File: config.mk
export PLATFORM = sky130hd
export DESIGN_NAME = counter_button_ctrl_flat
export DESIGN_NICKNAME = d
export VERILOG_FILES = /design/src/rtl/counter_button_ctrl_if.sv /design/src/rtl/counter_button_ctrl.sv /design/src/flat_wrapper.sv
export SDC_FILE = /design/constraint.sdc
export NUM_CORES = 1
export LEC_CHECK = 0
export BUFFER_PORTS_ARGS = -buffer_cell sky130_fd_sc_hd__buf_2
export CAP_MARGIN = 25
export CELL_PAD_IN_SITES_DETAIL_PLACEMENT = 1
export CELL_PAD_IN_SITES_GLOBAL_PLACEMENT = 2
export CORE_MARGIN = 2
export CORE_UTILIZATION = 42
export CTS_BUF_LIST = sky130_fd_sc_hd__clkbuf_8
export DETAILED_ROUTE_END_ITERATION = 7
export GPL_TIMING_DRIVEN = 0
export PLACE_DENSITY = 0.83
export RECOVER_POWER = 25
export SYNTH_ARGS = -nofsm -noshare
export SYNTH_HDL_FRONTEND = slang
export SYNTH_SLANG_ARGS = --single-unit
File: constraint.sdc
create_clock -name Clock -period 3.14 [get_ports Clock]
set_input_delay 0.471 -clock Clock [delete_from_list [all_inputs] [get_ports Clock]]
set_output_delay 0.471 -clock Clock [all_outputs]
set_load 0.005 [all_outputs]
File: src/rtl/counter_button_ctrl_if.sv
// Board-side button pins and counter command outputs of the button controller.
// The slave modport is the controller; the master modport is the board/counter side.
interface counter_button_ctrl_if;
    logic       BtnUp_n;
    logic       BtnDown_n;
    logic       BtnSign_n;
    logic       Up;
    logic       Down;
    logic       SignSwitch;
    logic [1:0] Owner;

    modport master (
        output BtnUp_n,
        output BtnDown_n,
        output BtnSign_n,
        input  Up,
        input  Down,
        input  SignSwitch,
        input  Owner
    );

    modport slave (
        input  BtnUp_n,
        input  BtnDown_n,
        input  BtnSign_n,
        output Up,
        output Down,
        output SignSwitch,
        output Owner
    );
endinterface

File: src/rtl/counter_button_ctrl.sv
// Synchronises, debounces and arbitrates three active-low push-buttons into single-cycle
// Up/Down/SignSwitch commands, with optional auto-repeat for Up/Down.
module counter_button_ctrl #(
    parameter int unsigned DebounceCycles = 50000,
    parameter int unsigned RepeatDelay    = 25000000,
    parameter int unsigned RepeatPeriod   = 5000000,
    parameter bit          AutoRepeat     = 1'b1
) (
    input logic                  Clock,
    input logic                  Reset,
    counter_button_ctrl_if.slave bus
);

    localparam int unsigned DbW    = $clog2(DebounceCycles);
    localparam int unsigned RptMax = (RepeatDelay > RepeatPeriod) ? RepeatDelay : RepeatPeriod;
    localparam int unsigned RptW   = $clog2(RptMax);

    localparam logic [DbW-1:0]  DbLast   = DbW'(DebounceCycles - 1);
    // The PULSE cycle and the reload cycle both count towards the first repeat delay.
    localparam logic [RptW-1:0] RptFirst = RptW'(RepeatDelay - 2);
    localparam logic [RptW-1:0] RptNext  = RptW'(RepeatPeriod - 1);

    localparam logic [1:0] OwnNone = 2'b00;
    localparam logic [1:0] OwnUp   = 2'b01;
    localparam logic [1:0] OwnDown = 2'b10;
    localparam logic [1:0] OwnSign = 2'b11;

    typedef enum logic [1:0] {StIdle, StPulse, StHold, StWaitRelease} state_e;

    // Button vectors are indexed 0 = Up, 1 = Down, 2 = Sign, in raw (active-low) polarity.
    logic [2:0]     raw;
    logic [2:0]     sync1_q, sync2_q, deb_q;
    logic [DbW-1:0] dbcnt_q [3];
    logic [2:0]     pressed;

    state_e          state_q;
    logic [1:0]      owner_q;
    logic            up_q, down_q, sign_q;
    logic [RptW-1:0] rpt_q;
    logic            owner_pressed;

    assign raw     = {bus.BtnSign_n, bus.BtnDown_n, bus.BtnUp_n};
    assign pressed = ~deb_q;

    always_ff @(posedge Clock) begin
        if (!Reset) begin
            sync1_q <= 3'b111;
            sync2_q <= 3'b111;
            deb_q   <= 3'b111;
            for (int i = 0; i < 3; i++) begin
                dbcnt_q[i] <= '0;
            end
        end else begin
            sync1_q <= raw;
            sync2_q <= sync1_q;
            for (int i = 0; i < 3; i++) begin
                if (sync2_q[i] == deb_q[i]) begin
                    dbcnt_q[i] <= '0;
                end else if (dbcnt_q[i] == DbLast) begin
                    deb_q[i]   <= sync2_q[i];
                    dbcnt_q[i] <= '0;
                end else begin
                    dbcnt_q[i] <= dbcnt_q[i] + 1'b1;
                end
            end
        end
    end

    always_comb begin
        owner_pressed = 1'b0;
        if (owner_q == OwnUp) begin
            owner_pressed = pressed[0];
        end else if (owner_q == OwnDown) begin
            owner_pressed = pressed[1];
        end
    end

    always_ff @(posedge Clock) begin
        if (!Reset) begin
            state_q <= StIdle;
            owner_q <= OwnNone;
            up_q    <= 1'b0;
            down_q  <= 1'b0;
            sign_q  <= 1'b0;
            rpt_q   <= '0;
        end else begin
            up_q   <= 1'b0;
            down_q <= 1'b0;
            sign_q <= 1'b0;
            unique case (state_q)
                StIdle: begin
                    if (pressed[2]) begin
                        owner_q <= OwnSign;
                        sign_q  <= 1'b1;
                        state_q <= StPulse;
                    end else if (pressed[0]) begin
                        owner_q <= OwnUp;
                        up_q    <= 1'b1;
                        state_q <= StPulse;
                    end else if (pressed[1]) begin
                        owner_q <= OwnDown;
                        down_q  <= 1'b1;
                        state_q <= StPulse;
                    end
                end
                StPulse: begin
                    if (owner_q == OwnSign || !AutoRepeat) begin
                        state_q <= StWaitRelease;
                    end else begin
                        state_q <= StHold;
                        rpt_q   <= RptFirst;
                    end
                end
                StHold: begin
                    // A release seen on the same edge as a due repeat suppresses the repeat.
                    if (!owner_pressed) begin
                        state_q <= StWaitRelease;
                    end else if (rpt_q == '0) begin
                        up_q   <= (owner_q == OwnUp);
                        down_q <= (owner_q == OwnDown);
                        rpt_q  <= RptNext;
                    end else begin
                        rpt_q <= rpt_q - 1'b1;
                    end
                end
                StWaitRelease: begin
                    if (&deb_q) begin
                        state_q <= StIdle;
                        owner_q <= OwnNone;
                    end
                end
                default: state_q <= StIdle;
            endcase
        end
    end

    assign bus.Up         = up_q;
    assign bus.Down       = down_q;
    assign bus.SignSwitch = sign_q;
    assign bus.Owner      = owner_q;

endmodule

File: src/flat_wrapper.sv
// flat-port wrapper written by rule: the top's interface ports become plain ports
module counter_button_ctrl_flat 
#(
    parameter int unsigned DebounceCycles = 50000,
    parameter int unsigned RepeatDelay    = 25000000,
    parameter int unsigned RepeatPeriod   = 5000000,
    parameter bit          AutoRepeat     = 1'b1
)
  (Clock, Reset, bus_BtnUp_n, bus_BtnDown_n, bus_BtnSign_n, bus_Up, bus_Down, bus_SignSwitch, bus_Owner);
  counter_button_ctrl_if bus_i ();
  input logic Clock;
  input logic Reset;
  input wire logic [$bits(bus_i.BtnUp_n)-1:0] bus_BtnUp_n;
  input wire logic [$bits(bus_i.BtnDown_n)-1:0] bus_BtnDown_n;
  input wire logic [$bits(bus_i.BtnSign_n)-1:0] bus_BtnSign_n;
  output wire logic [$bits(bus_i.Up)-1:0] bus_Up;
  output wire logic [$bits(bus_i.Down)-1:0] bus_Down;
  output wire logic [$bits(bus_i.SignSwitch)-1:0] bus_SignSwitch;
  output wire logic [$bits(bus_i.Owner)-1:0] bus_Owner;
  assign bus_i.BtnUp_n = bus_BtnUp_n;
  assign bus_i.BtnDown_n = bus_BtnDown_n;
  assign bus_i.BtnSign_n = bus_BtnSign_n;
  assign bus_Up = bus_i.Up;
  assign bus_Down = bus_i.Down;
  assign bus_SignSwitch = bus_i.SignSwitch;
  assign bus_Owner = bus_i.Owner;
  counter_button_ctrl #(.DebounceCycles(DebounceCycles), .RepeatDelay(RepeatDelay), .RepeatPeriod(RepeatPeriod), .AutoRepeat(AutoRepeat)) u_core (.Clock(Clock), .Reset(Reset), .bus(bus_i));
endmodule
# [After elaboration in Yosys (flattened, before gate mapping)]
# Memory sizes are Yosys's and may differ from the RTL's.
# Cells that the tools add are included.
[totals] ram_bits=48 mem_count=1 register_bits=41
[classes] reduce_logical=12 eq_ne=17 add_sub_neg=4 bitwise=13 n_mux=72
[mem_list] name="u_core.dbcnt_q" depth=3 word_bits=16 rd=3 rd_clocked_by_memory_dff=0 write_ports=3 line_no="counter_button_ctrl.sv:33" rtl="logic [DbW-1:0] dbcnt_q [3];"
[op_table] operator="$mux 16" n=9
[op_table] operator="$mux 25" n=3
[op_table] operator="$pmux 25 s2" n=1
[op_table] operator="$add 16x1->16 const B" n=3
[op_table] operator="$eq 16x16->1 const B" n=3
[op_table] operator="$mux 1" n=47
[op_table] operator="$logic_not 25->1" n=1
[op_table] operator="$sub 25x1->25 const B" n=1
[op_table] operator="$mux 2" n=8
[op_table] operator="$reduce_and 3->1" n=4
[op_table] operator="$or 1x1->1" n=9
[op_table] operator="$eq 2x2->1 const B" n=4
[op_table] operator="$pmux 2 s4" n=1
[op_table] operator="$reduce_and 2->1" n=4
[op_table] operator="$eq 2x1->1 const B" n=2
[op_table] operator="$ne 2x1->1 const B" n=2
[op_table] operator="$ne 2x2->1 const B" n=2
[op_table] operator="$ne 4x1->1 const B" n=1
[op_table] operator="$pmux 1 s2" n=2
[op_table] operator="$pmux 2 s2" n=1
[op_table] operator="$reduce_bool 2->1" n=2
[op_table] operator="$eq 1x1->1" n=3
[op_table] operator="$not 1->1" n=3
[op_table] operator="$not 3->3" n=1
[op_table] operator="$logic_not 2->1" n=1

# [Logic depth before layout (Yosys ltp)]
# Gate-level depths: netlist of run 1.
# An unclocked memory read counts as a cell.
[logic_depth] word_depth=8 depth_mapped=8 ltp_nobuf=7

# [Least setup slack after synthesis of run 1]
# No wires, ideal clock.
[synth_path] kind="register to register" from="reg u_core.rpt_q[0]" to="reg u_core.rpt_q[20]" setup_slack_ns=0.679 n_path_buf=1 t_required_ns=3.066 stages_incl_launch_ff=9 arrival_ns=2.386 path_cell_list="dfxtp_1 inv_1 ha_1 or4b_1 clkbuf_2 or4_4 or3_1 or3_1 a31oi_1"
[synth_via] elab_chain_len=4 elab_cells_between_ends=5 classes_between="1 x add/sub; 3 x mux; 1 x reduce/logical"
[synth_rtl] item="start, declared" line_no="counter_button_ctrl.sv:39" rtl="logic [RptW-1:0] rpt_q;"
[synth_rtl] item="start signal, assigned" line_no="counter_button_ctrl.sv:111" rtl="rpt_q <= RptFirst;"
[synth_rtl] item="start signal, assigned" line_no="counter_button_ctrl.sv:121" rtl="rpt_q <= RptNext;"
[synth_rtl] item="start signal, assigned" line_no="counter_button_ctrl.sv:123" rtl="rpt_q <= rpt_q - 1'b1;"
[synth_rtl] item="$sub 25x1->25 or $logic_not 25->1 (tied branches)" line_no="counter_button_ctrl.sv:123, counter_button_ctrl.sv:118"
[synth_rtl] item="$mux 25 (*)" line_no="counter_button_ctrl.sv:118" rtl="end else if (rpt_q == '0) begin"
[synth_rtl] item="$mux 25 (*)" line_no="counter_button_ctrl.sv:116" rtl="if (!owner_pressed) begin"
[synth_rtl] item="$pmux 25 s2 (*)" line_no="counter_button_ctrl.sv:90" rtl="unique case (state_q)"
# Mark *: on every way between the ends. The rest lies on a longest branch, timed or not. The select of a mux whose other input is x is not followed.
# A chain may end at the register's enable or synchronous reset.

# [Worst setup path in the final report of run 1]
[layout_path] from="reg u_core.rpt_q[0]" to="reg u_core.down_q, in the netlist u_core.bus.Down"
[layout_via] elab_chain_len=4
[layout_rtl] item="$logic_not 25->1" line_no="counter_button_ctrl.sv:118"
[layout_rtl] item="$mux 1" line_no="counter_button_ctrl.sv:118"
[layout_rtl] item="$mux 1" line_no="counter_button_ctrl.sv:116"
[layout_rtl] item="$pmux 1 s2" line_no="counter_button_ctrl.sv:90"
[layout_rtl] item="end signal, assigned" line_no="counter_button_ctrl.sv:120" rtl="down_q <= (owner_q == OwnDown);"
[layout_rtl] item="end, declared" line_no="counter_button_ctrl.sv:38" rtl="logic up_q, down_q, sign_q;"
# Every way passes these cells.

==> results of run 1 <==
-- stage by stage --
stage / worst slack (ns) / area (um2) / hold WS [ns] / cells / utilization (%)
after detailed placement: 0.312 / 4910 / 0.398 / 655 / 47.3
after global placement: 0.380 / 4910 / 0.392 / 655 / 47.3
after global routing: 0.0393 / 5080 / 0.298 / 671 / 49.0
after CTS: 0.278 / 5090 / 0.293 / 671 / 49.1
final: 0.247 / 5080 / 0.307 / 671 / 49.0
after floorplan: 0.679 / 4690 / 0.386 / 510 / -
-- layer usage --
metal  GRT usage, %  routed length, um
met5              0                  0
met4           6.14                174
met3           3.45                200
met2           30.8               4720
met1           25.8               4970
-- sequential cells by signal, indices dropped and copies added (netlist names) --
name                   cells
u_core.bus.SignSwitch      1
u_core.bus.Down            1
u_core.sync2_q             3
u_core.dbcnt_q            48
u_core.rpt_q              25
u_core.sync1_q             3
u_core.state_q             2
u_core.bus.Owner           2
u_core.bus.Up              1
u_core.deb_q               3
-- layout by cell type (no fill, tap or decap), drive strengths merged, types with 5 or more instances in the layout --
cell	instances
edfxtp	48
nor4	16
mux2i	5
nor2	75
or3	8
ha	8
nand2b	10
inv	15
nand4	12
conb	48
xnor2	29
a21oi	15
o21ai	15
clkbuf	31
and3	11
or4	9
nand2	27
nor3	9
dfxtp	41
xor2	30
nand3	27
-- layout make-up --
cell class / instances / area (um2) / area share (%)
Timing Repair Buffer: 9 / 38.8 / 0.763
Multi-Input combinational cell: 396 / 2340 / 46.0
Clock inverter: 4 / 15.0 / 0.295
Clock buffer: 12 / 165 / 3.25
Inverter: 11 / 41.3 / 0.812
Sequential cell: 89 / 2260 / 44.5
Tap cell: 136 / 170 / 3.35
Buffer: 14 / 53.8 / 1.06
-- final timing paths --
kind                        to  cells after the start
max            u_core.bus.Down                      8
min          u_core.sync1_q[1]                      2
max reg2reg    u_core.bus.Down                      8
min reg2reg  u_core.sync2_q[0]                      1
-- power by group through the flow --
stage / clock network [uW] / registers (uW) / logic (uW)
6_report: 735 / 1530 / 1330
5_1_grt: 815 / 1550 / 1500
4_1_cts: 761 / 1530 / 1320
3_5_place_dp: 0 / 1550 / 1310
3_3_place_gp: 0 / 1540 / 1290
2_1_floorplan: 0 / 1510 / 979
-- cell families after synthesis --
group / after synthesis
buffers and inverters: 25
AO/OA/AOI/OAI: 46
XOR/XNOR: 59
other: 1
adder cells (fa/ha/maj): 8
AND/OR/NAND/NOR: 230
multiplexers: 5
flip-flops: 89
-- worst max-delay path, stage by stage, from the launching register on --
cell      delay (ns)
dfxtp_1         0.34
inv_1           0.06
ha_1            0.18
or4b_1          0.47
clkbuf_2        0.20
nor3_1          0.38
nand3_1         0.43
or4b_1          0.62
a21oi_1         0.14
==> flow_summary.toml, run 1 <==
[outcome]
status = "complete, no violations"

[setup_path]
crit_arrival_ns = 3.18
worst-setup-path-type = "reg2reg"
crit_required_ns = 3.43
crit_path_end_kind = "flip-flop"
cp-startpoint = "u_core.rpt_q[0]"
cp_max_fo = 10
reg2reg_slack_ns = 0.25
rr_startpoint = "u_core.rpt_q[0]"
cp-start-kind = "flip-flop"

[synthesis]
synth_xor_area_share_pct = 11.4
synth_edf_count = 48
muxShareOfSynthArea_pct = 1.11
ys_ff_latch = 89
synth_warnings = 0
synth_common_cells = "nor2_1, edfxtp_1, dfxtp_1"
synthArstFlopShare_pct = 0
syn_area_um2 = 4520
yosysSeqAreaShare_pct = 50.1
synth_top_family_by_area = "simple AND/OR/NAND/NOR gates"
synthCells = 463
synth_compound_area_share_pct = 6.09
synthSimpleGateAreaFrac_pct = 26.9
ys_types = 45
synth-adder-area-share_pct = 2.22
synth_top_area_share_pct = 31.9
synth_top_area_cell = "edfxtp_1"
ys_top_cells_by_area = "edfxtp_1, dfxtp_1, nor2_1"
synth_most_common_cell = "nor2_1"
synth_ff_type = "edfxtp_1"
avgSynthCellArea_um2 = 9.76

[detailed_routing]
wl_mm = 10.1
viasPerCell = 5.26
wl_per_cell_um = 15.0
ant_nets = 0
dr.pass1.iters = 4
drc_errors = 0
drt_iter0_drc = 181
vias = 3528

[sta]
rsz0062_at_grt = "no"
max_freq_ghz = 0.346
period_share_pct = 92.1
fin_setup_tns_ns = 0
slew_headroom_pct = 50.1
fin_crit_ns = 2.89
hold_viol_final = 0
worstMarginPinSlew_ns = 0.746
finalSetupViolations = 0
drv_slew = 0
finClkSkew_ns = 0.0103

[clock_tree]
clock_latency_ns = 0.35
cts_setup_buffers = 0
cts.repair.resized = 0
ctsHtreeMaxLevel = 3
cts_made_buffers = 9
cts.sinks = 89
clk_path_buf_depth = 2
cts_tree = "done"
cts.clk_slew.worst_paths_ns = 0.08
clock-root-buffer = "clkbuf_8"
cts_hold_buf = 0

[finish]
finalNetCount = 543
fill_cells = 1210
n_antenna_cell = 0
drive_gt1_share_pct = 3.74
area_growth_pct = 12.5

[global_route]
grt.overflow.total = 0
grt_pass1_wl_mm = 17.4
track_usage_pct = 19.0
grt_start_max_net_pins = 14
first_global_vias = 3673
antenna_found_initial = 0

[floorplan]
initial_core_util_pct = 43.6
io-pin-count = 10
std_cell_rows = 37
die_h_um = 108
die_width_um = 108
die_area_um2 = 11600
core_um2 = 10400

[power_and_ir_drop]
swShare_pct = 38.7
power_frac_seq_pct = 42.5
p_clk_share_pct = 20.5
pwr-share-comb_pct = 36.9
p_int_uw = 2200
p_leak_uw = 0.00185
pwr_density_cell_nw_per_um2 = 706
irDropWorstVdd_uv = 330
p_switching_uw = 1390
power_uw = 3590

[place]
dp_hpwl_mm = 7.36
gp_congestion = 0.774
port_buffers = 9

[hold_path]
hp-start = "bus_BtnDown_n"
worstHoldPathType = "in2reg"

[flow_run]
drv_cap = 0
Note: power is estimated with default switching activity, not from simulation.
==> inputs of run 2 (changes only) <==
--- a/config.mk
+++ b/config.mk
@@ -6,5 +6,5 @@
 export NUM_CORES = 1
 export LEC_CHECK = 0
-export BUFFER_PORTS_ARGS = -buffer_cell sky130_fd_sc_hd__buf_2
+export BUFFER_PORTS_ARGS = -buffer_cell sky130_fd_sc_hd__clkbuf_2
 export CAP_MARGIN = 25
 export CELL_PAD_IN_SITES_DETAIL_PLACEMENT = 1
==> constraint.sdc (replaced) <==
create_clock -name Clock -period 3.14 [get_ports Clock]
set_input_delay 0.471 -clock Clock [delete_from_list [all_inputs] [get_ports Clock]]
set_output_delay 0.471 -clock Clock [all_outputs]
set_load 0.02 [all_outputs]
==> flow_summary.toml, run 2 (same netlist as run 1, synthesis figures left out) <==
[setup_path]
crit_arrival_ns = 3.14
rr_startpoint = "u_core.rpt_q[0]"
cpPeakStageDelay_ns = 0.60
cp-start-kind = "flip-flop"
crit_path_end_kind = "flip-flop"
path_delay_family = "simple AND/OR/NAND/NOR gates"
reg2reg_slack_ns = 0.32
worst-setup-path-type = "reg2reg"
rr_endpoint = "u_core.bus.Down"
cpMaxStageDelayCell = "or4b_1"
cp_max_fo = 10
r2r_cells = 8
critical_path.cell_chain = "inv_1, ha_1, or4b_1, clkbuf_2, nor3_1, nand3_1, or4b_1, a21oi_1"
crit_required_ns = 3.45
cp_num_buf_inv = 2
critPathMostFrequentCell = "or4b_1"

[clock_tree]
cts.clk_slew.worst_paths_ns = 0.09
cts_tree = "done"
cts_hold_buf = 0
cts_made_buffers = 9
clk_path_buf_depth = 2
clock-root-buffer = "clkbuf_8"
cts.sinks = 89
cts_setup_buffers = 0
clock_latency_ns = 0.38
cts.repair.resized = 0
ctsHtreeMaxLevel = 3

[floorplan]
io-pin-count = 10
die_h_um = 108
die_width_um = 108
die_area_um2 = 11600
initial_core_util_pct = 43.6
core_um2 = 10400
std_cell_rows = 37

[finish]
drive_gt1_share_pct = 3.74
finalNetCount = 543
final_cell_mix = "nor2_1, edfxtp_1, conb_1"
n_antenna_cell = 0
final_common_cell = "nor2_1"
regArea_um2 = 2260
fill_cells = 1226
design_area_um2 = 5060
multiInputGateArea_um2 = 2340
finish.utilization_pct = 48.8
area_growth_pct = 11.9
largest_reg_flops = 48
top_regs = "u_core.dbcnt_q: 48 flops, u_core.rpt_q: 25 flops"
largest-register = "u_core.dbcnt_q"

[place]
post_dp_cell_area_um2 = 4910
port_buffers = 9
dp_hpwl_mm = 7.46
gp_congestion = 0.781

[sta]
fin_crit_ns = 2.82
rsz0062_at_grt = "no"
period_share_pct = 89.9
slew_headroom_pct = 48.7
max_freq_ghz = 0.354
hold_viol_final = 0
fin_setup_tns_ns = 0
drv_slew = 0
worstMarginPinSlew_ns = 0.766
finClkSkew_ns = 0.0149
finalSetupViolations = 0
hold_slack_ns = 0.283

[global_route]
grt_start_max_net_pins = 14
antenna_found_initial = 0
track_usage_pct = 19.2
first_global_vias = 3664
grt.overflow.total = 0
grt_pass1_wl_mm = 17.4

[power_and_ir_drop]
irDropWorstVdd_uv = 379
power_uw = 3530
pwr_density_cell_nw_per_um2 = 698
p_leak_uw = 0.00183

[hold_path]
hold_path_end = "u_core.sync1_q[2]"
whs_path_depth = 2
hp-start = "bus_BtnSign_n"
worstHoldPathType = "in2reg"

[detailed_routing]
ant_nets = 0
wl_per_cell_um = 15.2
viasPerCell = 5.26
vias = 3528
drt_iter0_drc = 163
dr.pass1.iters = 4
drc_errors = 0
wl_mm = 10.2

[outcome]
status = "complete, no violations"

[flow_run]
drv_cap = 0
run 2: worst register-to-register path, stage by stage (launching register included):
cell and delay, ns:
dfxtp_1 0.35, inv_1 0.07, ha_1 0.21, or4b_1 0.46, clkbuf_2 0.20, nor3_1 0.34, nand3_1 0.39, or4b_1 0.61
a21oi_1 0.14
run 2: per-stage QoR:
step / std cells / setup slack (ns)
final: 671 / 0.317
after detailed placement: 655 / 0.345
after global placement: 655 / 0.377
after floorplan: 510 / 0.679
after CTS: 671 / 0.316
after global routing: 671 / 0.0627
run 2: how the worst max path moves through the flow:
stage	start	to	slack (ns)	cells past startpoint
final	u_core.rpt_q[0]	u_core.bus.Down	0.32	8
after global routing	u_core.rpt_q[0]	u_core.bus.Up	0.06	8
after CTS	u_core.rpt_q[0]	u_core.bus.Down	0.32	8
after detailed placement	u_core.rpt_q[0]	u_core.bus.Down	0.34	8
after global placement	u_core.rpt_q[0]	u_core.bus.Down	0.38	8
after floorplan	u_core.rpt_q[0]	u_core.rpt_q[20]	0.68	8
run 2: per-layer routing:
| metal | routed length (um) | vias to the layer above | global-route usage (%) |
|---|---|---|---|
| met5 | 0 | - | 0 |
| met4 | 207 | 0 | 8.33 |
| met3 | 279 | 14 | 3.03 |
| met2 | 4810 | 44 | 31.2 |
| met1 | 4920 | 1721 | 25.3 |
| li1 | - | 1749 | - |
run 2: cell type report:
class | count | area share (%)
inverters | 11 | 0.817
multi-input cells | 396 | 46.2
repair buffers | 9 | 0.742
clock inverters | 7 | 0.619
clock buffers | 9 | 2.45
plain buffers | 14 | 1.06
well taps | 136 | 3.37
flip-flops and latches | 89 | 44.7
run 2: power breakdown:
| part | switching, uW | total, uW | internal (uW) |
|---|---|---|---|
| Clock | 406 | 680 | 274 |
| Combinational | 839 | 1330 | 487 |
| Sequential | 155 | 1530 | 1370 |
| Total | 1400 | 3530 | 2130 |
